`src/rtl/buscador_maximo.sv`:
```
// Streaming max-finder: tracks the running maximum of each fixed-length frame using an
// external greater-than comparator, then presents {max, index} on a valid/ready output.
module buscador_maximo #(
    parameter int N     = 5,
    parameter int LEN   = 8,
    parameter int IDX_W = 3
) (
    input  logic             clk,
    input  logic             rst,
    input  logic             in_valid,
    input  logic [N-1:0]     in_data,
    output logic             in_ready,
    output logic [N-1:0]     cmp_a,
    output logic [N-1:0]     cmp_b,
    input  logic             cmp_mayor,
    output logic             max_valid,
    output logic [N-1:0]     max_data,
    output logic [IDX_W-1:0] max_idx,
    input  logic             out_ready
);

    typedef enum logic [1:0] {
        ST_FIRST,
        ST_ACC,
        ST_OUT
    } state_t;

    localparam logic [IDX_W-1:0] LAST = IDX_W'(LEN - 1);

    state_t           state_q;
    logic [IDX_W-1:0] cnt_q;
    logic [IDX_W-1:0] cnt_d;
    logic [IDX_W-1:0] idx_q;
    logic [N-1:0]     max_q;
    logic             in_ready_q;
    logic             max_valid_q;
    logic             accept_in;
    logic             accept_out;

    assign accept_in  = in_valid & in_ready_q;
    assign accept_out = max_valid_q & out_ready;
    assign cnt_d      = cnt_q + 1'b1;

    // The comparator is combinational, so its verdict is consumed in the same cycle.
    assign cmp_a = in_data;
    assign cmp_b = max_q;

    assign in_ready  = in_ready_q;
    assign max_valid = max_valid_q;
    assign max_data  = max_q;
    assign max_idx   = idx_q;

    always_ff @(posedge clk) begin
        if (rst) begin
            state_q     <= ST_FIRST;
            cnt_q       <= '0;
            max_q       <= '0;
            idx_q       <= '0;
            in_ready_q  <= 1'b1;
            max_valid_q <= 1'b0;
        end else begin
            case (state_q)
                ST_FIRST: begin
                    if (accept_in) begin
                        // First sample seeds the maximum; the comparator result is irrelevant here.
                        max_q <= in_data;
                        idx_q <= '0;
                        cnt_q <= IDX_W'(1);
                        if (LEN == 1) begin
                            cnt_q       <= '0;
                            state_q     <= ST_OUT;
                            in_ready_q  <= 1'b0;
                            max_valid_q <= 1'b1;
                        end else begin
                            state_q <= ST_ACC;
                        end
                    end
                end
                ST_ACC: begin
                    if (accept_in) begin
                        if (cmp_mayor) begin
                            max_q <= in_data;
                            idx_q <= cnt_q;
                        end
                        if (cnt_q == LAST) begin
                            cnt_q       <= '0;
                            state_q     <= ST_OUT;
                            in_ready_q  <= 1'b0;
                            max_valid_q <= 1'b1;
                        end else begin
                            cnt_q <= cnt_d;
                        end
                    end
                end
                ST_OUT: begin
                    if (accept_out) begin
                        state_q     <= ST_FIRST;
                        cnt_q       <= '0;
                        in_ready_q  <= 1'b1;
                        max_valid_q <= 1'b0;
                    end
                end
                default: begin
                    state_q     <= ST_FIRST;
                    cnt_q       <= '0;
                    in_ready_q  <= 1'b1;
                    max_valid_q <= 1'b0;
                end
            endcase
        end
    end

endmodule

```
`config.mk`:
```
export PLATFORM = sky130hd
export DESIGN_NAME = buscador_maximo
export DESIGN_NICKNAME = d
export VERILOG_FILES = /design/src/rtl/buscador_maximo.sv
export SDC_FILE = /design/constraint.sdc
export NUM_CORES = 1
export LEC_CHECK = 0
export ABC_CLOCK_PERIOD_IN_PS = 1600
export BUFFER_PORTS_ARGS = -buffer_cell sky130_fd_sc_hd__buf_2
export CORE_MARGIN = 2
export CORE_UTILIZATION = 46
export CTS_CLUSTER_SIZE = 14
export DETAILED_ROUTE_END_ITERATION = 8
export PLACE_DENSITY = 0.87
export SYNTH_ARGS = -nofsm -noshare
export SYNTH_HDL_FRONTEND = slang
export SYNTH_SLANG_ARGS = --single-unit
```
`constraint.sdc`:
```
create_clock -name clk -period 1.6 [get_ports clk]
set_input_delay 0.08 -clock clk [delete_from_list [all_inputs] [get_ports clk]]
set_output_delay 0.08 -clock clk [all_outputs]
set_load 0.1 [all_outputs]
```
### Word level (Yosys, flattened, before mapping)

Index checks and enable logic that the tools add are counted.

| storage, ports and cells | value |
|---|---|
| output and inout port bits | 20 |
| word-level logic and storage cells | 50 |
| register bits | 15 |
| bits of input ports | 10 |

| cells by class | value |
|---|---|
| muxes and demuxes | 26 |
| bitwise operators | 3 |
| reduce and logical (&&, ||, !) cells | 6 |
| add/sub/neg operators | 1 |
| eq/ne operators | 8 |

Operators by type and width:

| cell | number |
|---|---|
| 2-to-1 mux 3 bit | 7 |
| 2-to-1 mux 5 bit | 3 |
| AND reduction 4 bit | 3 |
| inequality test 2 bit, second input constant | 5 |
| one-hot mux 5 bit (2 select lines) | 1 |
| one-hot mux 3 bit (3 select lines) | 1 |
| 2-to-1 mux 2 bit | 4 |
| 2-to-1 mux 1 bit | 6 |
| one-hot mux 1 bit (3 select lines) | 2 |
| one-hot mux 2 bit (3 select lines) | 1 |
| one-hot mux 3 bit (2 select lines) | 1 |
| adder 3 x 1 -> 3 bit, second input constant | 1 |
| equality test 3 bit, second input constant | 1 |
| AND reduction 3 bit | 1 |
| bitwise AND 1 bit | 2 |
| equality test 2 x 1 -> 1 bit, second input constant | 1 |
| equality test 2 bit, second input constant | 1 |
| logical NOT 2 bit | 1 |
| nonzero test 2 bit | 1 |
| inverter 1 bit | 1 |

### Longest topological paths before layout

Gate-level depths: netlist of run 1.

| logic depth | value |
|---|---|
| depth after elaboration | 4 |
| mapped depth | 5 |
| depth with buffers taken out | 5 |

### Worst setup path before layout of run 1

No wires, ideal clock.

| timing path | value |
|---|---|
| path type | reg-to-reg |
| start point | reg in_ready_q (netlist: in_ready) |
| end point | reg max_q[0] (netlist: cmp_b[0]) |
| library setup time | 0.130 ns |
| clock period less this slack | 1.707 ns |
| path slack | -0.107 ns |
| data arrival time | 1.577 ns |
| cell stages (with the launch flop) | 4 |
| required time | 1.470 ns |
| path buffers | 0 |
| cells stage by stage | dfxtp_1 > nand3b_1 > o21ai_0 > a21oi_1 |

| between the ends | value |
|---|---|
| longest elaborated chain between the ends | 3 |
| elaborated cells on any way between the ends | 4 |
| those cells by class | eq/ne: 2; bitwise: 1; reduce/logical: 1 |

RTL lines:

| what | line | source |
|---|---|---|
| start: declaration | 35 | `logic in_ready_q;` |
| start signal: assignment | 59 | `in_ready_q <= 1'b1;` |
| start signal: assignment | 72 | `in_ready_q <= 1'b0;` |
| start signal: assignment | 88 | `in_ready_q <= 1'b0;` |
| bitwise AND 1 bit * | 40 | `assign accept_in = in_valid & in_ready_q;` |
| inequality test 2 bit (no source line) | -- |  |
| AND reduction 4 bit (no source line) * | -- |  |
| end signal: assignment | 66 | `max_q <= in_data;` |
| end signal: assignment | 82 | `max_q <= in_data;` |
| end: declaration | 34 | `logic [N-1:0] max_q;` |

Every way passes the cells marked *; elsewhere a longest branch is shown, timed or not.
A chain may end at the register's enable or synchronous reset.

### Worst setup path in the final report of run 1

| timing path | value |
|---|---|
| start point | reg cnt_q[0] |
| end point | reg cnt_q[0] |

| between the ends | value |
|---|---|
| longest elaborated chain between the ends | 4 |
| elaborated cells on any way between the ends | 5 |
| those cells by class | add/sub: 1; eq/ne: 1; mux: 3 |

RTL lines:

| what | line | source |
|---|---|---|
| start: declaration | 31 | `logic [IDX_W-1:0] cnt_q;` |
| start signal: assignment | 91 | `cnt_q <= cnt_d;` |
| adder 3 x 1 -> 3 bit or equality test 3 bit (tied branches) | 42, 85 |  |
| 2-to-1 mux 3 bit * | 85 | `if (cnt_q == LAST) begin` |
| 2-to-1 mux 3 bit * | 80 | `if (accept_in) begin` |
| one-hot mux 3 bit (3 select lines) * | 62 | `case (state_q)` |

Every way passes the cells marked *; elsewhere a longest branch is shown, timed or not. The select of a mux whose other input is x is not followed.

==> results of run 1 <==
## cell type report
class	count	area, sq um	share of cell area
inverter	1	3.75	0.00444
timing repair buffer	29	145	0.172
sequential	15	303	0.359
tap	16	20.0	0.0237
clock inverter	1	5.00	0.00593
multi-input combinational	57	345	0.409
clock buffer	3	22.5	0.0267
## power by group through the flow
| stage | logic [W] | registers (W) | clock network [W] |
|---|---|---|---|
| 4_1_cts | 0.000254 | 0.000397 | 0.000229 |
| 5_1_grt | 0.000264 | 0.000400 | 0.000245 |
| 3_5_place_dp | 0.000253 | 0.000406 | 0 |
| 3_3_place_gp | 0.000250 | 0.000405 | 0 |
| 6_report | 0.000253 | 0.000397 | 0.000226 |
| 2_1_floorplan | 0.000175 | 0.000465 | 0 |
## state kept, by name, indices dropped and copies added (netlist names)
signal,cells
max_idx,3
cmp_b,5
cnt_q,3
state_q,2
max_valid,1
in_ready,1
## routing by layer
layer | GRT usage | vias to the layer above | wire (um)
met5 | 0 | - | 0
met4 | 0.106 | 0 | 34
met3 | 0.0360 | 4 | 158
met2 | 0.297 | 38 | 768
met1 | 0.199 | 322 | 617
li1 | - | 342 | -
## kinds of logic (layout without fill, tap and decap cells)
logic type,Yosys count,count (layout)
adders and majority gates,2,2
buffers and inverters,15,34
AOI/OAI and AO/OA,29,29
and+or+nand+nor,25,25
DFF,15,15
muxes,1,1
## worst paths after layout
kind	to	slack, ns
max	cnt_q[0]	0.28
min	cmp_b[4]	0.04
max reg2reg	cnt_q[0]	0.28
min reg2reg	max_valid	0.48
## metrics by stage
step | utilization | hold slack, ns | instance area [sq um] | instances | worst slack (ns)
CTS | 0.548 | 0.0362 | 845 | 122 | 0.295
detailed placement | 0.530 | 0.349 | 817 | 118 | 0.320
global route | 0.548 | 0.0471 | 845 | 122 | 0.188
floorplan | - | 0.149 | 777 | 87 | 0.152
finish | 0.548 | 0.0372 | 845 | 122 | 0.278
global placement | 0.530 | 0.342 | 817 | 118 | 0.404
## critical path, stage by stage (launching register included)
cell,delay (ns)
dfxtp_1,0.36
ha_1,0.22
ha_1,0.24
o2111ai_1,0.20
o211ai_1,0.11
a21oi_1,0.12
## placed cells by master (no fill, tap or decap)
cell type / instances
buf_2: 29
dfxtp_2: 2
clkbuf_4: 3
o2111ai_1: 1
mux2i_1: 1
nand2_1: 2
nor3_1: 1
o211ai_1: 1
and2b_4: 1
o21ai_1: 1
o21ai_0: 10
dfxtp_1: 13
nand3_1: 8
and3b_1: 1
and2b_2: 1
nand3b_1: 2
a21oi_1: 14
o21bai_1: 1
nand2b_1: 3
ha_1: 2
nand4b_1: 1
a21o_1: 1
clkinv_2: 1
inv_1: 1
nand4_1: 4
and2_1: 1
## cells in the mapped netlist
library cell / number / area, sq um
dfxtp_1: 15 / 300
a21oi_1: 14 / 70.1
buf_4: 10 / 75.1
o21ai_0: 10 / 50.1
nand3_1: 8 / 40.0
nand4_1: 4 / 25.0
nand2b_1: 3 / 18.8
buf_6: 2 / 22.5
ha_1: 2 / 25.0
nand2_1: 2 / 7.51
nand3b_1: 2 / 15.0
a21o_1: 1 / 7.51
and2_1: 1 / 6.26
and2b_2: 1 / 8.76
and2b_4: 1 / 10.0
and3b_1: 1 / 8.76
buf_8: 1 / 15.0
dlymetal6s2s_1: 1 / 12.5
inv_1: 1 / 3.75
mux2i_1: 1 / 10.0
nand4b_1: 1 / 8.76
nor3_1: 1 / 5.00
o2111ai_1: 1 / 8.76
o211ai_1: 1 / 7.51
o21ai_1: 1 / 5.00
o21bai_1: 1 / 7.51
==> impl_metrics.py, run 1 <==
metrics = {
    "run_status": {
        "status": "finished, final reports clean",
    },
    "critical_path": {
        "crit_path_end_kind": "register",
        "criticalPathCategory": "reg -> reg",
        "cp_max_fo": 5,
        "crit_arrival_ns": 1.55,
        "setup.worst_path.start_class": "register",
        "reg2regPathDepth": 5,
        "startpoint": "cnt_q[0]",
        "cp_data_required_time_ns": 1.83,
        "regToRegStartpoint": "cnt_q[0]",
    },
    "drt": {
        "initialDrtViolationCount": 14,
        "route.vias.total": 706,
        "drc": 0,
        "routed_wl_mm": 1.58,
        "postRouteAntennaNets": 0,
        "wl_per_cell_um": 12.9,
        "avgViaCountPerCell": 5.79,
        "firstDrtPassIters": 4,
    },
    "clock_tree": {
        "cts_tree": "done",
        "clkTransAtPathRegs_ns": 0.10,
        "post_cts_buffers": 0,
        "cts_resized": 0,
        "clock_latency_ns": 0.29,
        "cts-root-buf": "clkbuf_4",
        "clockBufferDepth": 2,
        "cts_buffers": 3,
        "cts.sinks": 15,
        "ctsHtreeMaxLevel": 1,
        "cts.hold.buffers_added": 0,
    },
    "floorplanning": {
        "die_h_um": 45.0,
        "num_rows": 14,
        "dieWidth_um": 45.0,
        "start_util": 0.502,
        "core_sq_um": 1540,
        "ioPinCount": 30,
        "design.die.area_sq_um": 2030,
    },
    "logic_synthesis": {
        "synthAdderAreaFrac": 0.0323,
        "synth-simple-area-share": 0.199,
        "synth_top_family_by_area": "compound AO/OA/AOI/OAI gates",
        "yosysSeqAreaShare": 0.388,
        "syn_area_per_cell_sq_um": 8.90,
        "yosys_warnings": 0,
        "syn_nets": 99,
        "synth_compound_area_frac": 0.202,
        "synth_xor_area_frac": 0,
        "synth.area.mux_share": 0.0129,
        "ys_ff_latch": 15,
        "syn-cell-area_sq_um": 774,
        "synth_cells": 87,
        "synth.distinct_cells": 26,
    },
    "timing": {
        "setup_viol": 0,
        "slew-limit-headroom": 0.678,
        "rsz0062_at_grt": "false",
        "drv_slew": 0,
        "hold_viol": 0,
        "fmax_ghz": 0.757,
        "fin_tns_setup_ns": 0,
        "fin_skew_ns": 0.00195,
        "finalCritPeriodShare": 0.826,
        "min_period_ns": 1.32,
        "worstMarginPinSlew_ns": 0.487,
    },
    "global_routing": {
        "grt_usage": 0.175,
        "grt_pass1_wl_mm": 2.56,
        "grt_pass1_vias": 633,
        "grt_max_degree": 18,
        "antenna_found_initial": 0,
        "gr-total-overflow": 0,
    },
    "placed_design": {
        "dp_hpwl_mm": 1.14,
        "portBuffers": 29,
        "place.gp.congestion": 0.888,
    },
    "power_and_ir_drop": {
        "p_switching_w": 0.000355,
        "ir_drop_mv": 0.448,
        "leakagePower_nw": 0.369,
        "fin_total_pwr_w": 0.000876,
        "p_int_w": 0.000521,
        "swShare": 0.405,
        "pwr-share-seq": 0.453,
        "power_density_nw_per_um2": 1040,
        "clkPwrFrac": 0.258,
        "combPwrFrac": 0.288,
    },
    "final_layout": {
        "n_antenna_cell": 0,
        "layout-drive-gt1-share": 0.349,
        "areaGrowthSynthToFinish_pct": 9.05,
        "nFillCells": 155,
        "finalNetCount": 119,
    },
    "job": {
        "cap_viol_max_count": 0,
    },
    "worst_hold_path": {
        "min-delay-path-class": "in -> reg",
        "min-delay-start": "in_data[4]",
        "worstHoldPathCells": 3,
    },
}
Note: power is estimated with default switching activity, not from simulation.
==> run 2, diff against run 1 <==
Settings changed: ABC_CLOCK_PERIOD_IN_PS 1600 to 1100, CORE_UTILIZATION 46 to 42, PLACE_DENSITY 0.87 to 0.84.
Clock period 1.6 ns to 1.1 ns, I/O delays scaled along.
==> run 2 against run 1 <==
Combinational power rose by 83%. Sequential share of layout area fell by 8.1 points. The flow now finishes with violations (setup timing). Clock power rose by 40%. Design area rose by 38%. Clock skew rose by 0.00050 ns. Final cell count rose by 13%. Worst setup slack got worse by 0.32 ns.
==> impl_metrics.py, run 2 (synthesis gave the netlist of run 1 again) <==
metrics = {
    "run_status": {
        "status": "finished with violations",
        "failed_checks": "setup timing",
    },
    "placed_design": {
        "portBuffers": 29,
        "dp.cells": 131,
        "place.gp.congestion": 0.869,
        "dp_hpwl_mm": 1.31,
    },
    "worst_hold_path": {
        "min-delay-path-class": "in -> reg",
        "min-delay-start": "in_data[4]",
        "worstHoldEndpoint": "cmp_b[4]",
        "worstHoldPathCells": 3,
    },
    "critical_path": {
        "crit_arrival_ns": 1.35,
        "cp_max_fo": 3,
        "crit_path_end_kind": "register",
        "startpoint": "cnt_q[1]",
        "reg2regPathDepth": 5,
        "reg2reg_slack_ns": -0.04,
        "setup.worst_path.start_class": "register",
        "cp_data_required_time_ns": 1.31,
        "rr_endpoint": "cnt_q[0]",
        "regToRegStartpoint": "cnt_q[1]",
        "criticalPathCategory": "reg -> reg",
    },
    "timing": {
        "slew-limit-headroom": 0.678,
        "drv_slew": 0,
        "setup_viol": 1,
        "setup_ws_ns": -0.0427,
        "hold_viol": 0,
        "min_period_ns": 1.14,
        "fin_skew_ns": 0.00245,
        "rsz0062_at_grt": "true",
        "finalCritPeriodShare": 1.04,
        "worstMarginPinSlew_ns": 0.487,
        "fmax_ghz": 0.875,
    },
    "power_and_ir_drop": {
        "fin_total_pwr_w": 0.00137,
        "pwr-share-seq": 0.431,
        "combPwrFrac": 0.338,
        "power_density_nw_per_um2": 1180,
        "ir_drop_mv": 0.535,
        "p_switching_w": 0.000526,
        "swShare": 0.384,
        "leakagePower_nw": 0.449,
        "clkPwrFrac": 0.231,
        "p_int_w": 0.000845,
    },
    "final_layout": {
        "finalNetCount": 126,
        "stdcell_count": 138,
        "largest_register_ffs": 5,
        "areaGrowthSynthToFinish_pct": 50.2,
        "n_antenna_cell": 0,
        "layout-drive-gt1-share": 0.531,
        "nFillCells": 127,
        "layout_commonest_cell": "buf_2",
        "mostFrequentLayoutCells": "buf_2, a21oi_1, buf_12",
    },
    "floorplanning": {
        "start_util": 0.449,
        "core_sq_um": 1730,
        "die_h_um": 46.9,
        "dieWidth_um": 46.9,
        "ioPinCount": 30,
        "design.die.area_sq_um": 2200,
        "num_rows": 15,
    },
    "clock_tree": {
        "clkTransAtPathRegs_ns": 0.09,
        "cts-root-buf": "clkbuf_4",
        "cts_tree": "done",
        "clockBufferDepth": 2,
        "clock_latency_ns": 0.28,
        "ctsHtreeMaxLevel": 1,
        "cts_buffers": 3,
        "cts.sinks": 15,
    },
    "global_routing": {
        "grt_usage": 0.187,
        "grt_pass1_vias": 672,
        "antenna_found_initial": 0,
        "gr-total-overflow": 0,
        "grt_pass1_wl_mm": 2.94,
        "grt_max_degree": 18,
    },
    "drt": {
        "avgViaCountPerCell": 5.64,
        "routed_wl_mm": 1.86,
        "firstDrtPassIters": 4,
        "wl_per_cell_um": 13.5,
        "initialDrtViolationCount": 27,
        "drc": 0,
        "postRouteAntennaNets": 0,
        "route.vias.total": 778,
    },
    "job": {
        "cap_viol_max_count": 0,
    },
}
run 2: how the worst max path moves through the flow:
stage | end | slack, ns | depth (start not counted)
detailed placement | cnt_q[0] | -0.09 | 5
global placement | cnt_q[0] | -0.004 | 5
global route | cnt_q[0] | -0.10 | 5
CTS | cnt_q[0] | -0.06 | 5
finish | cnt_q[0] | -0.04 | 5
floorplan | cmp_b[0] | -0.08 | 3
run 2: repair_timing:
item | in CTS | in global routing
resized for setup | 5 | 5
endpoints found under the hold margin | 0 | 0
setup buffers | 3 | 0
setup endpoints to repair | 7 | 16
hold buffers | 0 | 0
pin swaps | 2 | 3
run 2: power groups by stage:
stage / registers (W) / clock network (W) / logic (W)
finish: 0.000591 / 0.000317 / 0.000463
global route: 0.000595 / 0.000349 / 0.000482
CTS: 0.000591 / 0.000322 / 0.000460
detailed placement: 0.000601 / 0 / 0.000449
global placement: 0.000599 / 0 / 0.000442
floorplan: 0.000676 / 0 / 0.000257
run 2: layout make-up:
cell class	instances	area, sq um	area share
tap	25	31.3	0.0269
sequential	15	323	0.277
inverter	1	3.75	0.00323
clock buffer	4	26.3	0.0226
multi-input combinational	57	382	0.328
timing repair buffer	36	398	0.342
run 2: metrics by stage:
step | utilization | setup TNS, ns | hold slack [ns] | area (sq um) | worst slack [ns]
after floorplan | - | -0.437 | 0.117 | 802 | -0.0836
after global placement | 0.625 | -0.00357 | 0.313 | 1080 | -0.00357
after detailed placement | 0.625 | -0.0873 | 0.322 | 1080 | -0.0873
after CTS | 0.670 | -0.0592 | 0.0200 | 1160 | -0.0592
after global routing | 0.674 | -0.255 | 0.0187 | 1160 | -0.101
final | 0.674 | -0.0427 | 0.0197 | 1160 | -0.0427
run 2: layer usage:
metal	up-vias	GRT usage	part of all wire
met1	347	0.219	0.38
met5	-	0	0
met2	58	0.332	0.49
met3	14	0.0385	0.098
li1	359	-	-
met4	0	0.0722	0.029
run 2: worst max-delay path: stages (launching register included):
cell	delay (ns)
dfxtp_2	0.34
ha_4	0.16
ha_4	0.16
o2111ai_2	0.15
o211ai_1	0.11
a21oi_1	0.14
